$ cat config.mk
export PLATFORM = sky130hd
export DESIGN_NAME = multicycle_controller_flat
export DESIGN_NICKNAME = d
export VERILOG_FILES = /design/src/rtl/multicycle_controller_if.sv /design/src/rtl/multicycle_controller.sv /design/src/flat_wrapper.sv
export SDC_FILE = /design/constraint.sdc
export NUM_CORES = 1
export LEC_CHECK = 0
export CORE_ASPECT_RATIO = 2
export CORE_MARGIN = 3
export CORE_UTILIZATION = 55
export CTS_BUF_LIST = sky130_fd_sc_hd__clkbuf_2 sky130_fd_sc_hd__clkbuf_4 sky130_fd_sc_hd__clkbuf_8
export CTS_CLUSTER_DIAMETER = 50
export CTS_CLUSTER_SIZE = 14
export DETAILED_ROUTE_END_ITERATION = 12
export PLACE_DENSITY = 0.86
export SLEW_MARGIN = 20
export SYNTH_ARGS = -nofsm -noshare
export SYNTH_HDL_FRONTEND = slang
export SYNTH_SLANG_ARGS = --single-unit
export TNS_END_PERCENT = 30
$ cat constraint.sdc
create_clock -name clk -period 3.5 [get_ports clk]
set_input_delay 0.7 -clock clk [delete_from_list [all_inputs] [get_ports clk]]
set_output_delay 0.7 -clock clk [all_outputs]
set_load 0.01 [all_outputs]
$ cat src/rtl/multicycle_controller_if.sv
// multicycle_controller_if: control/handshake bundle between the sequencer and the RV32I datapath.
interface multicycle_controller_if #(parameter int CNT_W = 32);
  logic [6:0] Opcode;
  logic instr_ready, data_ready, zero;
  logic instr_req, IRWrite, PCWrite, PCBranch, RegWrite, MemtoReg, ALUSrc, MemRead, MemWrite;
  logic [1:0] ALUOp, trap_cause;
  logic trap;
  logic [CNT_W-1:0] retired;
  modport master (
    input Opcode, instr_ready, data_ready, zero,
    output instr_req, IRWrite, PCWrite, PCBranch, RegWrite, MemtoReg, ALUSrc, MemRead, MemWrite,
    output ALUOp, trap, trap_cause, retired
  );
  modport slave (
    output Opcode, instr_ready, data_ready, zero,
    input instr_req, IRWrite, PCWrite, PCBranch, RegWrite, MemtoReg, ALUSrc, MemRead, MemWrite,
    input ALUOp, trap, trap_cause, retired
  );
endinterface

$ cat src/rtl/multicycle_controller.sv
// multicycle_controller: multi-cycle RV32I sequencer with memory-wait watchdog, illegal-opcode trap and retire counter.
module multicycle_controller #(
  parameter int MEM_TIMEOUT = 16,
  parameter int CNT_W = 32
) (
  input logic clk,
  input logic reset,
  multicycle_controller_if.master bus
);
  localparam logic [6:0] OP_R = 7'b0110011, OP_I = 7'b0010011, OP_LD = 7'b0000011,
                         OP_ST = 7'b0100011, OP_BR = 7'b1100011;
  localparam logic [7:0] LAST = 8'(MEM_TIMEOUT - 1);
  typedef enum logic [2:0] {FETCH, DECODE, EXEC, MEM, WB, TRAP} state_t;
  state_t state, nxt;
  logic [7:0] wcnt;
  logic [6:0] op;
  logic [1:0] cause, nxt_cause, aop, exec_aop;
  logic [CNT_W-1:0] retired;
  logic inc, tmo, legal, is_r, is_i, is_ld, is_st, is_br, exec_src;
  logic ireq, irw, pcw, pcb, rw, m2r, als, mr, mw;
  assign is_r = op == OP_R;
  assign is_i = op == OP_I;
  assign is_ld = op == OP_LD;
  assign is_st = op == OP_ST;
  assign is_br = op == OP_BR;
  assign exec_src = is_i | is_ld | is_st;
  assign exec_aop = (is_r | is_i) ? 2'b10 : is_br ? 2'b01 : 2'b00;
  assign tmo = wcnt == LAST;
  assign legal = bus.Opcode inside {OP_R, OP_I, OP_LD, OP_ST, OP_BR};
  always_comb begin
    nxt = state;
    nxt_cause = cause;
    inc = 1'b0;
    ireq = 1'b0;
    irw = 1'b0;
    pcw = 1'b0;
    pcb = 1'b0;
    rw = 1'b0;
    m2r = 1'b0;
    als = 1'b0;
    mr = 1'b0;
    mw = 1'b0;
    aop = 2'b00;
    case (state)
      FETCH: begin
        ireq = 1'b1;
        irw = bus.instr_ready;
        pcw = bus.instr_ready;
        nxt = bus.instr_ready ? DECODE : tmo ? TRAP : FETCH;
        nxt_cause = (!bus.instr_ready && tmo) ? 2'b10 : cause;
      end
      DECODE: begin
        nxt = legal ? EXEC : TRAP;
        nxt_cause = legal ? cause : 2'b01;
      end
      EXEC: begin
        als = exec_src;
        aop = exec_aop;
        pcb = is_br & bus.zero;
        inc = is_br;
        nxt = is_br ? FETCH : (is_ld | is_st) ? MEM : WB;
      end
      MEM: begin
        als = 1'b1;
        mr = is_ld;
        mw = is_st;
        inc = bus.data_ready & is_st;
        nxt = bus.data_ready ? (is_st ? FETCH : WB) : tmo ? TRAP : MEM;
        nxt_cause = (!bus.data_ready && tmo) ? 2'b11 : cause;
      end
      WB: begin
        rw = 1'b1;
        m2r = is_ld;
        als = exec_src;
        aop = exec_aop;
        inc = 1'b1;
        nxt = FETCH;
      end
      default: nxt = TRAP;
    endcase
  end
  always_ff @(posedge clk or negedge reset) begin
    if (!reset) begin
      state <= FETCH;
      wcnt <= 8'd0;
      op <= 7'd0;
      cause <= 2'b00;
      retired <= '0;
    end else begin
      state <= nxt;
      wcnt <= (nxt != state || state == TRAP) ? 8'd0 : wcnt + 8'd1;
      if (state == DECODE) op <= bus.Opcode;
      cause <= nxt_cause;
      if (inc) retired <= retired + CNT_W'(1);
    end
  end
  // Strobes are gated by reset so nothing leaks while it is held low.
  assign bus.instr_req = reset & ireq;
  assign bus.IRWrite = reset & irw;
  assign bus.PCWrite = reset & pcw;
  assign bus.PCBranch = reset & pcb;
  assign bus.RegWrite = reset & rw;
  assign bus.MemtoReg = reset & m2r;
  assign bus.ALUSrc = reset & als;
  assign bus.MemRead = reset & mr;
  assign bus.MemWrite = reset & mw;
  assign bus.ALUOp = reset ? aop : 2'b00;
  assign bus.trap = state == TRAP;
  assign bus.trap_cause = cause;
  assign bus.retired = retired;
endmodule

$ cat src/flat_wrapper.sv
// flat-port wrapper written by rule: the top's interface ports become plain ports
module multicycle_controller_flat 
#(
  parameter int MEM_TIMEOUT = 16,
  parameter int CNT_W = 32
)
  (clk, reset, bus_Opcode, bus_instr_ready, bus_data_ready, bus_zero, bus_instr_req, bus_IRWrite, bus_PCWrite, bus_PCBranch, bus_RegWrite, bus_MemtoReg, bus_ALUSrc, bus_MemRead, bus_MemWrite, bus_ALUOp, bus_trap, bus_trap_cause, bus_retired);
  multicycle_controller_if #(.CNT_W(CNT_W)) bus_i ();
  input logic clk;
  input logic reset;
  input wire logic [$bits(bus_i.Opcode)-1:0] bus_Opcode;
  input wire logic [$bits(bus_i.instr_ready)-1:0] bus_instr_ready;
  input wire logic [$bits(bus_i.data_ready)-1:0] bus_data_ready;
  input wire logic [$bits(bus_i.zero)-1:0] bus_zero;
  output wire logic [$bits(bus_i.instr_req)-1:0] bus_instr_req;
  output wire logic [$bits(bus_i.IRWrite)-1:0] bus_IRWrite;
  output wire logic [$bits(bus_i.PCWrite)-1:0] bus_PCWrite;
  output wire logic [$bits(bus_i.PCBranch)-1:0] bus_PCBranch;
  output wire logic [$bits(bus_i.RegWrite)-1:0] bus_RegWrite;
  output wire logic [$bits(bus_i.MemtoReg)-1:0] bus_MemtoReg;
  output wire logic [$bits(bus_i.ALUSrc)-1:0] bus_ALUSrc;
  output wire logic [$bits(bus_i.MemRead)-1:0] bus_MemRead;
  output wire logic [$bits(bus_i.MemWrite)-1:0] bus_MemWrite;
  output wire logic [$bits(bus_i.ALUOp)-1:0] bus_ALUOp;
  output wire logic [$bits(bus_i.trap)-1:0] bus_trap;
  output wire logic [$bits(bus_i.trap_cause)-1:0] bus_trap_cause;
  output wire logic [$bits(bus_i.retired)-1:0] bus_retired;
  assign bus_i.Opcode = bus_Opcode;
  assign bus_i.instr_ready = bus_instr_ready;
  assign bus_i.data_ready = bus_data_ready;
  assign bus_i.zero = bus_zero;
  assign bus_instr_req = bus_i.instr_req;
  assign bus_IRWrite = bus_i.IRWrite;
  assign bus_PCWrite = bus_i.PCWrite;
  assign bus_PCBranch = bus_i.PCBranch;
  assign bus_RegWrite = bus_i.RegWrite;
  assign bus_MemtoReg = bus_i.MemtoReg;
  assign bus_ALUSrc = bus_i.ALUSrc;
  assign bus_MemRead = bus_i.MemRead;
  assign bus_MemWrite = bus_i.MemWrite;
  assign bus_ALUOp = bus_i.ALUOp;
  assign bus_trap = bus_i.trap;
  assign bus_trap_cause = bus_i.trap_cause;
  assign bus_retired = bus_i.retired;
  multicycle_controller #(.MEM_TIMEOUT(MEM_TIMEOUT), .CNT_W(CNT_W)) u_core (.clk(clk), .reset(reset), .bus(bus_i));
endmodule
==> summary.md <==
| Metric | Value |
|---|---|
| Critical Path End Type | output pin |
| Initial Util | 57.6% |
| Max Slew Vio Count | 0 |
| I/O pin cnt | 58 |
| Startpoint types | flip-flop |
| Crit path arrival time | 2.33 ns |
| Root Driver | clkbuf_8 |
| Worst Setup SP | u_core.state[2] |
| Layout cells sized above 1 | 10.7% |
| Unrepaired setup endpoints after global routing | false |
| Post-synth EDFFs | 0 |
| Synthesis Warnings | 0 |
| Synthesized area per cell | 10.8 µm² |
| Share of the synthesized area in the top cell type | 48.2% |
| Yosys reg bits | 52 |
| # rows | 35 |
| End of the worst register-to-register path | u_core.bus.retired[16] |
| Share of power burned in registers | a little under half |
| Die W | about 56 µm |
| # DRC | 0 |
| Sw power | 0.595 mW |
| Final WL | approximately 6000 µm |
| Antenna violations before repair | 0 |
| Int Power | 1.18 mW |
| Sw Share | around a third |
| Peak Freq | 330 MHz |
| Register-to-register setup slack | 1.17 ns |
| Comb pwr share | 32.0% |
| Most used DFF post-synth | dfrtp_1 |
| Seq/Total Area, Yosys | between 40% and 50% |
| Setup WS post-layout | 0.465 ns |
| Core Footprint | 4690 µm² |
| Slew headroom | 51.4% |
| Lkg Pwr | 1.39 nW |
| Net count after synthesis | 263 |
| I/O Buffers | 57 |
| Setup_tns | 0 ns |
| Hold crit path type | input pin to asynchronous set/reset pin |
| Vias in the first global route | 2,164 |
| Clock-pin slew on the worst setup and hold paths | ~0.080 ns |
| Max clock buf depth | 2 |
| Largest net degree at the start of global routing | 25 |
| Highest fanout seen on the critical path | 15 |
| Die ar. | 5840 µm² |
| Final hold vios | 0 |
| Cts repair resizes | 0 |
| Nets | around 320 |
| Period utilization | 86.7% |
| Clk_skew | 0.00584 ns |
| Routed length per instance | approximately 16 µm |
| Pwr Density | 521 nW/µm² |
| Total CTS buffers | 5 |
| Dominant cell type by area after synthesis | dfrtp_1 |
| Most frequent cells in the layout | clkdlybuf4s50_1, dfrtp_1, xnor2_1 |
| Worst skew pair latency | 0.30 ns |
| CP Class | flip-flop to output pin |
| Drt pass-1 iters | 4 |
| N_diodes | 0 |
| Top post-synthesis cells by area | dfrtp_1, xnor2_1, nand3_1, xor2_1, mux2_2 |
| Synth unique cells | 49 |
| Setup crit end | bus_ALUSrc |
| CTS tree | yes |
| Outcome | finished, final reports clean |
| Die Y | ~110 µm |
| Min Tclk post-route | 3.03 ns |
| Final core utilization | 72.9% |
| Setup Fix Bufs, Post-CTS | 0 |
| Req. time, crit path | 2.80 ns |
| Setup-failing EPs final | 0 |
| Initial DRC count | 59 |
| Routability cong. | 0.914 |
| Number of filler cells placed in the layout | 345 |
| Clock group share of total power | 21.6% |
| Count of antenna-violating nets left after detailed routing | 0 |
| Cell count after synthesis | 249 |
| DR vias | 2,150 |
| R2R cell count | 5 |
| Maximum Capacitance Violations | 0 |
| Reg-to-reg startpoint | u_core.state[1] |
| Global-route wire length before repair | 10,200 µm |
| TritonCTS Sinks | 52 |
| DP Wirelength | 4600 µm |
| DP Worst Slack | 0.787 ns |
| Synthesized area | 2700 µm² |
| Async SR Flop Fraction | between 90% and 100% |
| Worst Tran Pin Value | slightly above 0.7 ns |
| Hold Buf Count CTS | 0 |
| VDD IR max | 0.380 mV |
| Commonest non-fill, non-tap cell in the layout | clkdlybuf4s50_1 |
| Global Route Usage Sum | 21.6% |
| Area growth from synthesis to layout | 26.5% |
| Htree depth | 2 |
| Total gr overflow | 0 |
| DR vias/cell | around 6 |
[critical path, stage by stage, from the launching register on]
cell	delay (ns)
dfrtp_1	0.59
or3b_2	0.55
o22ai_1	0.22
and2_1	0.14
clkdlybuf4s50_1	0.53
[power groups by stage]
stage | clock (mW) | combinational, mW | sequential [mW]
after floorplan | 0 | 0.396 | 0.800
after global placement | 0 | 0.561 | 0.830
after detailed placement | 0 | 0.570 | 0.834
after CTS | 0.394 | 0.573 | 0.822
after global routing | 0.425 | 0.616 | 0.842
final | 0.384 | 0.569 | 0.825
[metal layers]
metal	global-route usage [%]	share of wire (%)	vias to the layer above
met5	0	0	-
li1	-	-	1017
met2	39.2	56	63
met4	9.39	2.5	0
met1	24.5	38	1057
met3	3.09	3.5	13
[cell usage after synthesis, types with 2 or more instances]
| library cell | count |
|---|---|
| nand2_1 | 17 |
| a21oi_1 | 4 |
| o21ai_0 | 4 |
| inv_1 | 6 |
| nand4_1 | 9 |
| nor2_1 | 13 |
| nand2b_1 | 4 |
| ha_1 | 2 |
| and2_1 | 3 |
| and3_1 | 7 |
| o22ai_1 | 2 |
| buf_4 | 2 |
| dfrtp_1 | 52 |
| or3b_2 | 2 |
| o31ai_1 | 2 |
| nand3_1 | 23 |
| clkbuf_1 | 2 |
| nor4_1 | 7 |
| nor3_4 | 2 |
| xnor2_1 | 27 |
| xor2_1 | 10 |
| nor3_1 | 14 |
| or4bb_1 | 2 |
| nor4_4 | 2 |
| mux2_2 | 7 |
[worst min path at each step]
| stage | to | depth (start not counted) |
|---|---|---|
| 5_1_grt | u_core.op[5] | 1 |
| 2_1_floorplan | u_core.bus.retired[0] | 0 |
| 4_1_cts | u_core.op[5] | 1 |
| 3_3_place_gp | u_core.wcnt[0] | 1 |
| 3_5_place_dp | u_core.wcnt[0] | 1 |
| 6_report | u_core.op[5] | 1 |
[registers in the layout (all words and copies together) (netlist names)]
name and flops:
u_core.bus.trap_cause 2, u_core.op 7, u_core.state 3, u_core.bus.retired 32, u_core.wcnt 8
[logic make-up (layout without fill, tap and decap cells)]
kind of cell               Yosys count  after routing  share of synthesized area (%)
adders and majority gates            2              2                          0.927
muxes                                7              7                           2.92
AOI/OAI and AO/OA                   23             23                           7.18
buffers and inverters               11             71                           2.09
xor gates and xnor gates            37             37                           12.0
DFF                                 52             52                           48.2
and+or+nand+nor                    117            117                           26.7
[cell type report]
| class | instances | area, µm² | area share, % |
|---|---|---|---|
| Clock inverter | 1 | 30.0 | 0.879 |
| Multi-Input combinational cell | 186 | 1340 | 39.3 |
| Tap cell | 55 | 68.8 | 2.02 |
| Clock buffer | 5 | 68.8 | 2.02 |
| Timing Repair Buffer | 59 | 581 | 17.0 |
| Sequential cell | 52 | 1300 | 38.1 |
| Inverter | 6 | 22.5 | 0.660 |
[per-stage QoR]
stage	hold slack [ns]	area (µm²)	cells	power, mW
2_1_floorplan	0.404	2700	249	1.20
3_3_place_gp	0.461	3320	358	1.39
3_5_place_dp	0.478	3320	358	1.40
4_1_cts	0.273	3410	364	1.79
5_1_grt	0.277	3410	364	1.88
6_report	0.279	3410	364	1.78
(Power assumes the default switching activity.)
